## config.mk

```make
export PLATFORM = sky130hd
export DESIGN_NAME = vga_timing_generator
export DESIGN_NICKNAME = d
export VERILOG_FILES = /design/src/rtl/vga_timing_generator.sv
export SDC_FILE = /design/constraint.sdc
export NUM_CORES = 1
export LEC_CHECK = 0
export ABC_AREA = 1
export CORE_ASPECT_RATIO = 1.2
export CORE_MARGIN = 1
export CORE_UTILIZATION = 43
export CTS_BUF_LIST = sky130_fd_sc_hd__clkbuf_8
export CTS_CLUSTER_DIAMETER = 120
export DETAILED_ROUTE_END_ITERATION = 10
export MAX_ROUTING_LAYER = met4
export PLACE_DENSITY = 0.82
export SLEW_MARGIN = 20
export SYNTH_ARGS = -nofsm -noshare
export SYNTH_HDL_FRONTEND = slang
export SYNTH_SLANG_ARGS = --single-unit
```

## constraint.sdc

```tcl
create_clock -name clk -period 1.8 [get_ports clk]
set_input_delay 0.36 -clock clk [delete_from_list [all_inputs] [get_ports clk]]
set_output_delay 0.36 -clock clk [all_outputs]
set_load 0.01 [all_outputs]
```

## src/rtl/vga_timing_generator.sv

```systemverilog
// vga_timing_generator: VGA raster counters, pixel requests and a two-stage sync/RGB pipeline; define VGA_TEST_PATTERN_EN to add testMode colour bars
module vga_timing_generator #(
  parameter int H_ACTIVE   = 640,
  parameter int H_FP       = 16,
  parameter int H_SYNC     = 96,
  parameter int H_BP       = 48,
  parameter int V_ACTIVE   = 480,
  parameter int V_FP       = 10,
  parameter int V_SYNC     = 2,
  parameter int V_BP       = 33,
  parameter bit H_SYNC_POL = 1'b0,
  parameter bit V_SYNC_POL = 1'b0,
  parameter int CLK_DIV    = 1,
  parameter int COLOR_BITS = 4,
  parameter int CW         = 10
) (
  input  logic                  clk,
  input  logic                  resetN,
`ifdef VGA_TEST_PATTERN_EN
  input  logic                  testMode,
`endif
  input  logic [COLOR_BITS-1:0] inRed,
  input  logic [COLOR_BITS-1:0] inGreen,
  input  logic [COLOR_BITS-1:0] inBlue,
  output logic                  pixelTick,
  output logic                  pixelReq,
  output logic [CW-1:0]         pixelX,
  output logic [CW-1:0]         pixelY,
  output logic                  lineStart,
  output logic                  frameStart,
  output logic                  hSync,
  output logic                  vSync,
  output logic [COLOR_BITS-1:0] outRed,
  output logic [COLOR_BITS-1:0] outGreen,
  output logic [COLOR_BITS-1:0] outBlue
);
  localparam logic [3:0]    DIV_LAST = 4'(CLK_DIV - 1);
  localparam logic [CW-1:0] H_LAST   = CW'(H_ACTIVE + H_FP + H_SYNC + H_BP - 1);
  localparam logic [CW-1:0] V_LAST   = CW'(V_ACTIVE + V_FP + V_SYNC + V_BP - 1);
  localparam logic [CW-1:0] H_VIS    = CW'(H_ACTIVE);
  localparam logic [CW-1:0] V_VIS    = CW'(V_ACTIVE);
  localparam logic [CW-1:0] HS_FIRST = CW'(H_ACTIVE + H_FP);
  localparam logic [CW-1:0] HS_LAST  = CW'(H_ACTIVE + H_FP + H_SYNC - 1);
  localparam logic [CW-1:0] VS_FIRST = CW'(V_ACTIVE + V_FP);
  localparam logic [CW-1:0] VS_LAST  = CW'(V_ACTIVE + V_FP + V_SYNC - 1);

  logic [3:0]            div_q, div_d;
  logic [CW-1:0]         h_q, h_d, v_q, v_d;
  logic                  act1_q, act1_d, hs1_q, hs1_d, vs1_q, vs1_d;
  logic                  hsync_q, hsync_d, vsync_q, vsync_d;
  logic [COLOR_BITS-1:0] red_q, red_d, green_q, green_d, blue_q, blue_d;
  logic [COLOR_BITS-1:0] src_r, src_g, src_b;
  logic                  h_wrap, active;

  // pixel divider, raster counters and the request strobes they imply
  always_comb begin
    pixelTick  = resetN && div_q == DIV_LAST;
    h_wrap     = h_q == H_LAST;
    active     = h_q < H_VIS && v_q < V_VIS;
    div_d      = pixelTick ? '0 : div_q + 4'd1;
    h_d        = pixelTick ? (h_wrap ? '0 : h_q + 1'b1) : h_q;
    v_d        = pixelTick && h_wrap ? (v_q == V_LAST ? '0 : v_q + 1'b1) : v_q;
    pixelReq   = pixelTick && active;
    pixelX     = h_q;
    pixelY     = v_q;
    lineStart  = pixelTick && h_q == '0;
    frameStart = lineStart && v_q == '0;
  end

`ifdef VGA_TEST_PATTERN_EN
  logic [CW-1:0] x1_q, x1_d;
  logic          tm1_q, tm1_d;
  logic [2:0]    bar;
  // colour bars replace the source colours for pixels requested while testMode was high
  always_comb begin
    x1_d  = pixelTick ? h_q : x1_q;
    tm1_d = pixelTick ? testMode : tm1_q;
    bar   = 3'(x1_q / CW'(H_ACTIVE / 8));
    src_r = tm1_q ? {COLOR_BITS{~bar[1]}} : inRed;
    src_g = tm1_q ? {COLOR_BITS{~bar[2]}} : inGreen;
    src_b = tm1_q ? {COLOR_BITS{~bar[0]}} : inBlue;
  end
  // stage1 copy of the column and mode so the bar matches the pixel in flight
  always_ff @(posedge clk)
    if (!resetN) begin
      x1_q  <= '0;
      tm1_q <= 1'b0;
    end else begin
      x1_q  <= x1_d;
      tm1_q <= tm1_d;
    end
`else
  // colours come straight from the source
  always_comb begin
    src_r = inRed;
    src_g = inGreen;
    src_b = inBlue;
  end
`endif

  // stage1 holds flags of the requested pixel, stage2 lines them up with the returned colour
  always_comb begin
    act1_d  = pixelTick ? active : act1_q;
    hs1_d   = pixelTick ? h_q >= HS_FIRST && h_q <= HS_LAST : hs1_q;
    vs1_d   = pixelTick ? v_q >= VS_FIRST && v_q <= VS_LAST : vs1_q;
    hsync_d = pixelTick ? (hs1_q ? H_SYNC_POL : ~H_SYNC_POL) : hsync_q;
    vsync_d = pixelTick ? (vs1_q ? V_SYNC_POL : ~V_SYNC_POL) : vsync_q;
    red_d   = pixelTick ? (act1_q ? src_r : '0) : red_q;
    green_d = pixelTick ? (act1_q ? src_g : '0) : green_q;
    blue_d  = pixelTick ? (act1_q ? src_b : '0) : blue_q;
  end

  // all state restarts from the top-left corner on reset
  always_ff @(posedge clk)
    if (!resetN) begin
      div_q   <= '0;
      h_q     <= '0;
      v_q     <= '0;
      act1_q  <= 1'b0;
      hs1_q   <= 1'b0;
      vs1_q   <= 1'b0;
      hsync_q <= ~H_SYNC_POL;
      vsync_q <= ~V_SYNC_POL;
      red_q   <= '0;
      green_q <= '0;
      blue_q  <= '0;
    end else begin
      div_q   <= div_d;
      h_q     <= h_d;
      v_q     <= v_d;
      act1_q  <= act1_d;
      hs1_q   <= hs1_d;
      vs1_q   <= vs1_d;
      hsync_q <= hsync_d;
      vsync_q <= vsync_d;
      red_q   <= red_d;
      green_q <= green_d;
      blue_q  <= blue_d;
    end

  assign hSync    = hsync_q;
  assign vSync    = vsync_q;
  assign outRed   = red_q;
  assign outGreen = green_q;
  assign outBlue  = blue_q;
endmodule

```

## Yosys cells after proc, flatten, opt, wreduce, memory -nomap -nowiden

Index checks and enable logic that the tools add are counted.

| cells by class | value |
|---|---|
| reduce and logical (&&, ||, !) cells | 12 |
| $lt $le $gt $ge | 6 |
| bitwise gates (word level) | 1 |
| multiplexer cells | 7 |
| equality and inequality tests | 2 |
| divide/modulo/power cells | 0 |
| add/subtract/negate cells | 3 |
| multipliers | 0 |
| shifts and indexed selects | 0 |

Operator list:

| kind | count |
|---|---|
| adder 10 x 1 -> 10 bit, second input constant | 2 |
| == test 10 bit, second input constant | 2 |
| zero test 10 bit | 2 |
| two-way mux 10 bit | 2 |
| two-way mux 4 bit | 3 |
| greater-or-equal comparator 10 bit, second input constant | 1 |
| greater-or-equal comparator 10 x 9 -> 1 bit, second input constant | 1 |
| less-or-equal comparator 10 bit, second input constant | 1 |
| less-or-equal comparator 10 x 9 -> 1 bit, second input constant | 1 |
| < comparator 10 bit, second input constant | 1 |
| < comparator 10 x 9 -> 1 bit, second input constant | 1 |
| logical AND 1 bit | 8 |
| adder 4 x 1 -> 4 bit, second input constant | 1 |
| zero test 4 bit | 1 |
| two-way mux 1 bit | 2 |
| OR reduction 2 bit | 1 |
| NOT 1 bit | 1 |

| storage, ports and cells | value |
|---|---|
| memory bits (writable) | 0 |
| flip-flop bits (word level) | 41 |
| ROM bits | 0 |
| input port bits | 14 |
| memories | 0 |
| word-level logic and storage cells | 42 |
| latch bits | 0 |

## Depth between registers and ports, before layout

Gate-level depths: netlist (run 1).

| logic depth | value |
|---|---|
| word-level depth | 4 |
| gate-level depth with buffers | 11 |

## Worst setup path after synthesis (run 1)

Ideal clock, no wire load.

| path | value |
|---|---|
| path type | register to output |
| start point | register div_q[0] |
| end point | output frameStart |
| buffers on the path | 0 |
| arrival time | 1.445 ns |
| setup slack | -0.005 ns |
| stages on the path, launching flop included | 6 |
| cells stage by stage | dfxtp_1 -> inv_1 -> ha_1 -> nand3_4 -> nor3_1 -> nor3b_1 |

| on the way | value |
|---|---|
| word-level cells in the longest chain between the ends | 4 |

Ends and longest elaborated chain:

| element | RTL line | RTL |
|---|---|---|
| from (decl) | 47 | `logic [3:0] div_q, div_d;` |
| from (signal assigned) | 128 | `div_q <= div_d;` |
| zero test 4 bit | 57 | `pixelTick = resetN && div_q == DIV_LAST;` |
| logical AND 1 bit | 57 |  |
| logical AND 1 bit | 66 | `lineStart = pixelTick && h_q == '0;` |
| net lineStart | 29 | `output logic lineStart,` |
| logical AND 1 bit | 67 | `frameStart = lineStart && v_q == '0;` |
| to (decl) | 30 | `output logic frameStart,` |

The timed path passes the listed nets, and every way through them passes these cells.

## Worst setup path after layout (run 1)

| path | value |
|---|---|
| start point | register v_q[0] (netlist: pixelY[0]) |
| end point | output frameStart |

| on the way | value |
|---|---|
| word-level cells in the longest chain between the ends | 2 |

Ends and longest elaborated chain:

| element | RTL line | RTL |
|---|---|---|
| from (decl) | 48 | `logic [CW-1:0] h_q, h_d, v_q, v_d;` |
| from (signal assigned) | 130 | `v_q <= v_d;` |
| zero test 10 bit | 67 |  |
| logical AND 1 bit | 67 |  |

No other way between the ends.

==> results.sh, run 1 <==
export IMPL_most_common_cell_after_layout_fill_and_taps_aside="buf_4"
export IMPL_netlist_top_cells_area="dfxtp_1, nand2_1, inv_1"
export IMPL_leakage_nw=1.35
export IMPL_layout_nets=385
export IMPL_placedInstanceArea_um2=2880
export IMPL_status="finished, violations left"
export IMPL_worstSetupEndpointType="output port"
export IMPL_synth_net_count=277
export IMPL_layout_worst_path_cycle_share_pct=103
export IMPL_io_buffers=51
export IMPL_layout_cells_non_filler=422
export IMPL_post_synth_instance_area_um2=1950
export IMPL_post_route_cell_area_um2=3130
export IMPL_p_seq_share_pct=48.5
export IMPL_drt_total_wl_um=5850
export IMPL_fmax_mhz=537
export IMPL_final_layout_size_suffix_gt1_share_pct=28.4
export IMPL_placementRows=26
export IMPL_synth_warnings=0
export IMPL_commonest_cells_after_routing_fill_and_taps_aside="buf_4, clkdlybuf4s50_1, nand2_1"
export IMPL_drv_max_cap_violation_count=0
export IMPL_timing_setup_critical_path_class="reg2out"
export IMPL_grt_overflow_total=0
export IMPL_antennaDiodeCount=0
export IMPL_initial_core_util_pct=45.3
export IMPL_clock_share_of_power_pct=41.1
export IMPL_cp_max_fo=2
export IMPL_post_route_drc_count=0
export IMPL_timing_max_slew_rel_slack_pct=68.5
export IMPL_power_switching_w=0.000443
export IMPL_proportion_of_power_drawn_by_combinational_gates_pct=10.5
export IMPL_weighted_congestion_at_the_end_of_routability_driven_global_placement=0.877
export IMPL_cts_htree_levels=2
export IMPL_syn_inst=257
export IMPL_core_um2=4290
export IMPL_dieArea_um2=4800
export IMPL_post_drt_via_cell_ratio=5.15
export IMPL_drt_iter0_markers=161
export IMPL_cts_buffers=5
export IMPL_finalHoldViolCount=0
export IMPL_die_width_um=63.4
export IMPL_routed_wire_length_per_instance_um=13.9
export IMPL_grt_start_max_net_pins=20
export IMPL_final_setup_worst_slack_ps=-62.4
export IMPL_final_min_clock_period_ps=1860
export IMPL_final_util_pct=72.9
export IMPL_postSynthRegisterBits=41
export IMPL_vdd_ir_drop_worst_v=0.000436
export IMPL_violations_in_the_final_reports="negative setup slack"
export IMPL_power_switching_fraction_pct=22.9
export IMPL_average_cell_area_after_synthesis_um2=7.57
export IMPL_clk_pin_slew_worst_paths_ps=80
export IMPL_clock_tree_buffer_depth=2
export IMPL_synthToLayoutAreaGrowth_pct=61.0
export IMPL_final_setup_skew_ps=6.13
export IMPL_fill_cells=322
export IMPL_dpl_worst_slack_ps=-612
export IMPL_clock_sinks=41
export IMPL_critPathLaunchType="flop"
export IMPL_antenna_left=0
export IMPL_drt_first_pass_iters=5
export IMPL_register_area_um2=827
export IMPL_num_vias=2175
export IMPL_cts_tree="built"
export IMPL_hold_buffers=0
export IMPL_setup_violators_final=1
export IMPL_worst_skew_pair_late_latency_ps=300
export IMPL_timing_max_transition_violations_final=0
export IMPL_antenna_found_initial=0
export IMPL_hpwlAfterDp_um=3990
export IMPL_power_density_cell_area_nw_per_um2=618
export IMPL_proportion_of_synthesized_chip_area_in_sequential_cells_pct=42.2
export IMPL_synth_largest_type_area_fraction_pct=42.2
export IMPL_grt_pass1_vias=2090
export IMPL_p_int_w=0.00149
export IMPL_pin_count=52
export IMPL_placed_cells_incl_taps=409
export IMPL_worst_slew_pin_transition_ps=470
export IMPL_globalRouteTotalUtil_pct=25.6
export IMPL_worst_endpoint_required_time_ps=1440
export IMPL_rsz0062_at_grt="yes"
export IMPL_multi_input_comb_area_um2=1040
export IMPL_crit_arrival_ps=1500
export IMPL_grt_pass1_wl_um=9130
export IMPL_synth_top_area_cell="dfxtp_1"
export IMPL_synthDistinctLibCells=26
export IMPL_die_height_um=75.7
export IMPL_min_path_type="reg2reg"
export IMPL_clock_tree_root_cell="clkbuf_8"
state kept, by name, indices dropped and copies added (netlist names):
signal	cells
div_q	4
outRed	4
outBlue	4
pixelY	10
act1_q	1
hSync	1
vs1_q	1
pixelX	10
vSync	1
outGreen	4
hs1_q	1
power by group through the flow:
stage | logic, W | registers, W | clock network, W
2_1_floorplan | 0.0000600 | 0.000964 | 0
3_3_place_gp | 0.000181 | 0.000957 | 0
3_5_place_dp | 0.000184 | 0.000958 | 0
4_1_cts | 0.000204 | 0.000938 | 0.000798
5_1_grt | 0.000216 | 0.000941 | 0.000834
6_report | 0.000203 | 0.000939 | 0.000795
cell usage after synthesis:
| library cell | instances |
|---|---|
| nand2_1 | 44 |
| dfxtp_1 | 41 |
| inv_1 | 39 |
| nor2_1 | 37 |
| nand3_1 | 21 |
| a32o_1 | 11 |
| nor3_1 | 10 |
| nand4_1 | 8 |
| a21oi_1 | 6 |
| ha_1 | 6 |
| xor2_1 | 5 |
| o21ai_0 | 4 |
| o21ai_1 | 4 |
| buf_2 | 3 |
| nor2_2 | 3 |
| inv_2 | 2 |
| nand2_4 | 2 |
| nor3b_1 | 2 |
| o22ai_1 | 2 |
| buf_6 | 1 |
| clkbuf_1 | 1 |
| inv_6 | 1 |
| nand3_4 | 1 |
| nor2_8 | 1 |
| o2111ai_1 | 1 |
| xnor2_1 | 1 |
metal layers:
metal	wire [µm]	share of wire, %	vias to the layer above	GRT usage [%]
met4	173	3.0	0	14.6
met5	0	0	-	-
met1	2370	40	1021	26.5
met3	223	3.8	19	3.89
li1	-	-	1056	-
met2	3090	53	79	46.8
critical path, stage by stage (launching register included):
cell	delay, ps
dfxtp_1	330
inv_2	60
ha_2	160
inv_1	40
nor2_2	160
nand3_2	100
nor3b_2	200
buf_2	150
worst paths after layout:
check	end	start	cells past startpoint	slack [ps]
setup / recovery	frameStart	pixelY[0]	7	-60
hold / removal	outRed[0]	outRed[0]	1	470
setup reg to reg	pixelX[6]	div_q[0]	10	130
hold reg to reg	outRed[0]	outRed[0]	1	470
logic make-up after synthesis:
logic type | synth area share (%)
xor gates and xnor gates | 2.70
buffers and inverters | 9.90
DFF | 42.2
and+or+nand+nor | 31.0
AOI/OAI and AO/OA | 10.4
adders and majority gates | 3.86
metrics by stage:
stage,hold slack (ps),TNS [ps],power (W)
final,474,-62.4,0.00194
after global placement,446,-2080,0.00114
after CTS,477,-34.1,0.00194
after global routing,490,-161,0.00199
after floorplan,430,0,0.00102
after detailed placement,453,-2460,0.00114
final cells by class:
class / count / area share [%]
Clock buffer: 6 / 2.64
Clock inverter: 2 / 1.20
Inverter: 42 / 5.27
Multi-Input combinational cell: 169 / 33.1
Sequential cell: 41 / 26.4
Tap cell: 56 / 2.24
Timing Repair Buffer: 106 / 29.1
what timing repair did:
action                                  in CTS  in global routing
pin swaps                                    6                  3
setup buffers                                5                  0
endpoints found under the setup margin       4                  5
gates resized for setup                     38                 15
Power figures use the tool's default switching activity.
==> inputs of run 2 (changes only) <==
--- a/config.mk
+++ b/config.mk
@@ -8,12 +8,12 @@
 export ABC_AREA = 1
 export CORE_ASPECT_RATIO = 1.2
 export CORE_MARGIN = 1
-export CORE_UTILIZATION = 43
+export CORE_UTILIZATION = 45
 export CTS_BUF_LIST = sky130_fd_sc_hd__clkbuf_8
 export CTS_CLUSTER_DIAMETER = 120
 export DETAILED_ROUTE_END_ITERATION = 10
 export MAX_ROUTING_LAYER = met4
-export PLACE_DENSITY = 0.82
+export PLACE_DENSITY = 0.85
 export SLEW_MARGIN = 20
 export SYNTH_ARGS = -nofsm -noshare
 export SYNTH_HDL_FRONTEND = slang
==> results.sh, run 2 (synthesized netlist as in run 1, its figures left out) <==
export IMPL_hpwlAfterDp_um=4000
export IMPL_num_vias=2123
export IMPL_leakage_nw=1.30
export IMPL_grt_start_max_net_pins=20
export IMPL_cp_max_fo=4
export IMPL_timing_max_transition_violations_final=0
export IMPL_synthToLayoutAreaGrowth_pct=55.2
export IMPL_routed_wire_length_per_instance_um=13.4
export IMPL_initial_core_util_pct=48.2
export IMPL_min_path_type="reg2reg"
export IMPL_die_width_um=62.0
export IMPL_clock_tree_buffer_depth=2
export IMPL_worstSetupEndpointType="output port"
export IMPL_post_route_cell_area_um2=3020
export IMPL_placedInstanceArea_um2=2850
export IMPL_clock_tree_root_cell="clkbuf_8"
export IMPL_grt_pass1_vias=2040
export IMPL_power_density_cell_area_nw_per_um2=637
export IMPL_commonest_cells_after_routing_fill_and_taps_aside="buf_4, clkdlybuf4s50_1, nand2_1"
export IMPL_fin_worst_hold_slack_ps=475
export IMPL_globalRouteTotalUtil_pct=25.3
export IMPL_antenna_left=0
export IMPL_layout_nets=379
export IMPL_grt_pass1_wl_um=8330
export IMPL_drt_first_pass_iters=4
export IMPL_timing_max_slew_rel_slack_pct=70.6
export IMPL_dieArea_um2=4590
export IMPL_clock_sinks=41
export IMPL_crit_arrival_ps=1470
export IMPL_rsz0062_at_grt="yes"
export IMPL_drv_max_cap_violation_count=0
export IMPL_fmax_mhz=547
export IMPL_antenna_found_initial=0
export IMPL_setup_violators_final=1
export IMPL_final_setup_worst_slack_ps=-26.7
export IMPL_finalHoldViolCount=0
export IMPL_rr_startpoint="div_q[1]"
export IMPL_worst_endpoint_required_time_ps=1440
export IMPL_violations_in_the_final_reports="negative setup slack"
export IMPL_drt_iter0_markers=125
export IMPL_status="finished, violations left"
export IMPL_timing_setup_critical_path_class="reg2out"
export IMPL_core_um2=4040
export IMPL_final_setup_skew_ps=3.44
export IMPL_min_delay_start="outGreen[3]"
export IMPL_placed_cells_incl_taps=404
export IMPL_most_common_cell_after_layout_fill_and_taps_aside="buf_4"
export IMPL_crit_slowest_cell="dfxtp_2"
export IMPL_grt_overflow_total=0
export IMPL_pin_count=52
export IMPL_fill_cells=274
export IMPL_drt_total_wl_um=5560
export IMPL_worst_slew_pin_transition_ps=437
export IMPL_placementRows=25
export IMPL_post_route_drc_count=0
export IMPL_die_height_um=74.0
export IMPL_cts_tree="built"
export IMPL_post_drt_via_cell_ratio=5.13
export IMPL_vdd_ir_drop_worst_v=0.000508
export IMPL_layout_cells_non_filler=414
export IMPL_cts_buffers=5
export IMPL_critPathLaunchType="flop"
export IMPL_worst_skew_pair_late_latency_ps=300
export IMPL_final_layout_size_suffix_gt1_share_pct=23.3
export IMPL_worstSetupStartpoint="div_q[1]"
export IMPL_totalNegativeSetupSlack_ps=-26.7
export IMPL_io_buffers=51
export IMPL_final_min_clock_period_ps=1830
export IMPL_cts_htree_levels=2
export IMPL_weighted_congestion_at_the_end_of_routability_driven_global_placement=0.906
export IMPL_clk_pin_slew_worst_paths_ps=80
export IMPL_timing_critical_path_slowest_cell_delay_ps=330
export IMPL_antennaDiodeCount=0
export IMPL_layout_worst_path_cycle_share_pct=101
export IMPL_timing_critical_path_cells="inv_2 > ha_4 > nand3_4 > nor3_4 > nor3b_2 > buf_2"
run 2: cell type report:
class | instances | area (µm²) | area share, %
clock inverters | 2 | 37.5 | 1.24
clock buffers | 6 | 82.6 | 2.74
well taps | 54 | 67.6 | 2.24
flip-flops and latches | 41 | 827 | 27.4
multi-input cells | 169 | 978 | 32.4
inverters | 42 | 163 | 5.39
repair buffers | 100 | 863 | 28.6
run 2: timing repair:
item | CTS | global route
buffers inserted | 1 | 1
pin swaps | 4 | 3
resized for setup | 18 | 16
endpoints found under the setup margin | 4 | 9
hold buffers | 0 | 0
run 2: per-stage QoR:
stage | setup WS [ps] | util (%) | total power [W]
finish | -26.7 | 74.8 | 0.00192
global route | -136 | 74.8 | 0.00199
CTS | -29.8 | 73.9 | 0.00192
detailed placement | -569 | 70.7 | 0.00114
global placement | -537 | 70.7 | 0.00114
floorplan | 76.1 | - | 0.00102
run 2: power breakdown:
part | internal [W] | switching [W]
clock | 0.000451 | 0.000345
sequential | 0.000923 | 0.0000129
combinational | 0.000111 | 0.0000786
run 2: worst paths after layout:
| check | end | slack (ps) | depth (start not counted) |
|---|---|---|---|
| worst max-delay path | frameStart | -30 | 6 |
| worst min-delay path | outGreen[3] | 480 | 1 |
| worst max register to register | pixelY[9] | 140 | 10 |
| worst min register to register | outGreen[3] | 480 | 1 |
run 2: worst max-delay path: cells and delay by family, from the launching register on:
kind / cells / cell delay (ps)
buffers and inverters: 2 / 210
and+or+nand+nor: 3 / 460
adders and majority gates: 1 / 150
DFF: 1 / 330
run 2: metal layers:
layer	wire length, µm	vias to the layer above	GRT usage (%)
li1	-	1041	-
met1	2200	991	25.6
met2	2920	78	45.2
met3	305	13	5.74
met4	134	0	10.9
met5	0	-	-
==> inputs of run 3 (changes only) <==
--- a/config.mk
+++ b/config.mk
@@ -6,7 +6,7 @@
 export NUM_CORES = 1
 export LEC_CHECK = 0
 export ABC_AREA = 1
-export CORE_ASPECT_RATIO = 1.2
+export CORE_ASPECT_RATIO = 0.7
 export CORE_MARGIN = 1
 export CORE_UTILIZATION = 45
 export CTS_BUF_LIST = sky130_fd_sc_hd__clkbuf_8
==> results.sh, run 3 (synthesized netlist as in run 1, its figures left out) <==
export IMPL_final_setup_skew_ps=5.76
export IMPL_layout_worst_path_cycle_share_pct=102
export IMPL_antenna_left=0
export IMPL_drt_total_wl_um=5450
export IMPL_power_switching_w=0.000427
export IMPL_hpwlAfterDp_um=4090
export IMPL_timing_setup_critical_path_class="reg2out"
export IMPL_worst_skew_pair_late_latency_ps=300
export IMPL_cts_buffers=5
export IMPL_weighted_congestion_at_the_end_of_routability_driven_global_placement=0.892
export IMPL_timing_max_slew_rel_slack_pct=72.0
export IMPL_cts_tree="built"
export IMPL_antennaDiodeCount=0
export IMPL_rsz0062_at_grt="yes"
export IMPL_num_vias=2128
export IMPL_total_power_w=0.00172
export IMPL_worstSetupStartpoint="div_q[1]"
export IMPL_worst_setup_path_endpoint="frameStart"
export IMPL_p_seq_share_pct=54.3
export IMPL_placementRows=19
export IMPL_post_route_drc_count=0
export IMPL_globalRouteTotalUtil_pct=27.0
export IMPL_grt_overflow_total=0
export IMPL_rr_startpoint="pixelX[0]"
export IMPL_io_buffers=51
export IMPL_initial_core_util_pct=48.1
export IMPL_drt_iter0_markers=210
export IMPL_worst_endpoint_required_time_ps=1440
export IMPL_layout_nets=377
export IMPL_die_height_um=57.0
export IMPL_fin_worst_hold_slack_ps=466
export IMPL_status="finished, violations left"
export IMPL_core_um2=4040
export IMPL_clock_share_of_power_pct=34.9
export IMPL_clk_pin_slew_worst_paths_ps=80
export IMPL_reg2reg_depth=11
export IMPL_power_density_cell_area_nw_per_um2=578
export IMPL_drt_first_pass_iters=4
export IMPL_drv_max_cap_violation_count=0
export IMPL_grt_pass1_vias=2028
export IMPL_placed_cells_incl_taps=402
export IMPL_placedInstanceArea_um2=2850
export IMPL_vdd_ir_drop_worst_v=0.000453
export IMPL_dieArea_um2=4590
export IMPL_commonest_cells_after_routing_fill_and_taps_aside="buf_4, clkdlybuf4s50_1, nand2_1"
export IMPL_setup_violators_final=3
export IMPL_worst_slew_pin_transition_ps=419
export IMPL_min_path_type="reg2reg"
export IMPL_cts_repair_timing_setup_buffer_count=0
export IMPL_clock_sinks=41
export IMPL_crit_reg2reg_capture="pixelY[0]"
export IMPL_post_drt_via_cell_ratio=5.19
export IMPL_final_layout_size_suffix_gt1_share_pct=22.9
export IMPL_proportion_of_power_drawn_by_combinational_gates_pct=10.8
export IMPL_worst_r2r_setup_slack_ps=160
export IMPL_clock_tree_root_cell="clkbuf_8"
export IMPL_hold_buffers=0
export IMPL_layout_cells_non_filler=410
export IMPL_clock_tree_buffer_depth=2
export IMPL_worstSetupEndpointType="output port"
export IMPL_grt_start_max_net_pins=20
export IMPL_p_int_w=0.00130
export IMPL_final_setup_worst_slack_ps=-42.9
export IMPL_synthToLayoutAreaGrowth_pct=53.3
export IMPL_finalHoldViolCount=0
export IMPL_final_min_clock_period_ps=1840
export IMPL_pin_count=52
export IMPL_crit_arrival_ps=1480
export IMPL_dpl_worst_slack_ps=-643
export IMPL_post_route_cell_area_um2=2980
export IMPL_most_common_cell_after_layout_fill_and_taps_aside="buf_4"
export IMPL_grt_pass1_wl_um=9170
export IMPL_cts_htree_levels=2
export IMPL_violations_in_the_final_reports="negative setup slack"
export IMPL_leakage_nw=1.27
export IMPL_critPathLaunchType="flop"
export IMPL_cp_max_fo=5
export IMPL_fmax_mhz=543
export IMPL_antenna_found_initial=0
export IMPL_routed_wire_length_per_instance_um=13.3
export IMPL_timing_max_transition_violations_final=0
export IMPL_die_width_um=80.6
export IMPL_power_switching_fraction_pct=24.7
==> run 3: cell count changes in the layout (fill, tap and decap cells not counted), sizes merged <==
cell           previous run  this run
clkdlybuf4s15             0         1
bufinv                    1         0
inv                      42        43
clkbuf                    6         5
clkinvlp                  1         2
buf                      53        49
dlygate4sd2               1         2
==> run 3: cell type report <==
| type | instances | area, µm² |
|---|---|---|
| inverter | 42 | 163 |
| fill | 311 | 1060 |
| multi-input combinational | 169 | 991 |
| clock buffer | 5 | 68.8 |
| tap | 52 | 65.1 |
| sequential | 41 | 825 |
| timing repair buffer | 98 | 852 |
| clock inverter | 3 | 18.8 |
==> run 3: worst max-delay path: stages (launching register included) <==
cell and delay [ps]:
dfxtp_2 330, inv_2 60, ha_4 150, nand3_4 110
nor3_4 210, nor3b_2 170, buf_2 150
==> run 3: power groups by stage <==
| stage | Clock [W] | Combinational (W) | Sequential (W) |
|---|---|---|---|
| 2_1_floorplan | 0 | 0.0000600 | 0.000964 |
| 3_3_place_gp | 0 | 0.000178 | 0.000957 |
| 3_5_place_dp | 0 | 0.000184 | 0.000958 |
| 4_1_cts | 0.000605 | 0.000186 | 0.000936 |
| 5_1_grt | 0.000640 | 0.000201 | 0.000939 |
| 6_report | 0.000601 | 0.000187 | 0.000936 |
==> run 3: how the worst min path moves through the flow <==
stage          slack (ps)          to       start  cells past startpoint
3_5_place_dp          450  outBlue[2]  outBlue[2]                      1
4_1_cts               470  outBlue[2]  outBlue[2]                      1
5_1_grt               500   outRed[3]   outRed[3]                      1
3_3_place_gp          440   outRed[1]   outRed[1]                      1
2_1_floorplan         430    div_q[0]    div_q[0]                      1
6_report              470  outBlue[2]  outBlue[2]                      1
==> run 3: what timing repair did <==
| item | 4_1_cts | 5_1_grt |
|---|---|---|
| gates resized for setup | 25 | 5 |
| setup endpoints to repair | 4 | 9 |
| pin swaps | 4 | 3 |
==> run 3: metal layers <==
| metal | track usage (%) | up-vias | part of all wire, % |
|---|---|---|---|
| met5 | - | - | 0 |
| met4 | 9.44 | 0 | 1.8 |
| met3 | 5.76 | 13 | 7.2 |
| met2 | 39.8 | 106 | 45 |
| met1 | 36.6 | 970 | 46 |
| li1 | - | 1039 | - |
==> run 3: stage by stage <==
step | TNS [ps] | utilization (%)
after global placement | -2260 | 70.5
after floorplan | 0 | -
after CTS | -124 | 73.5
after detailed placement | -2510 | 70.5
final | -66.6 | 73.8
after global routing | -428 | 73.8
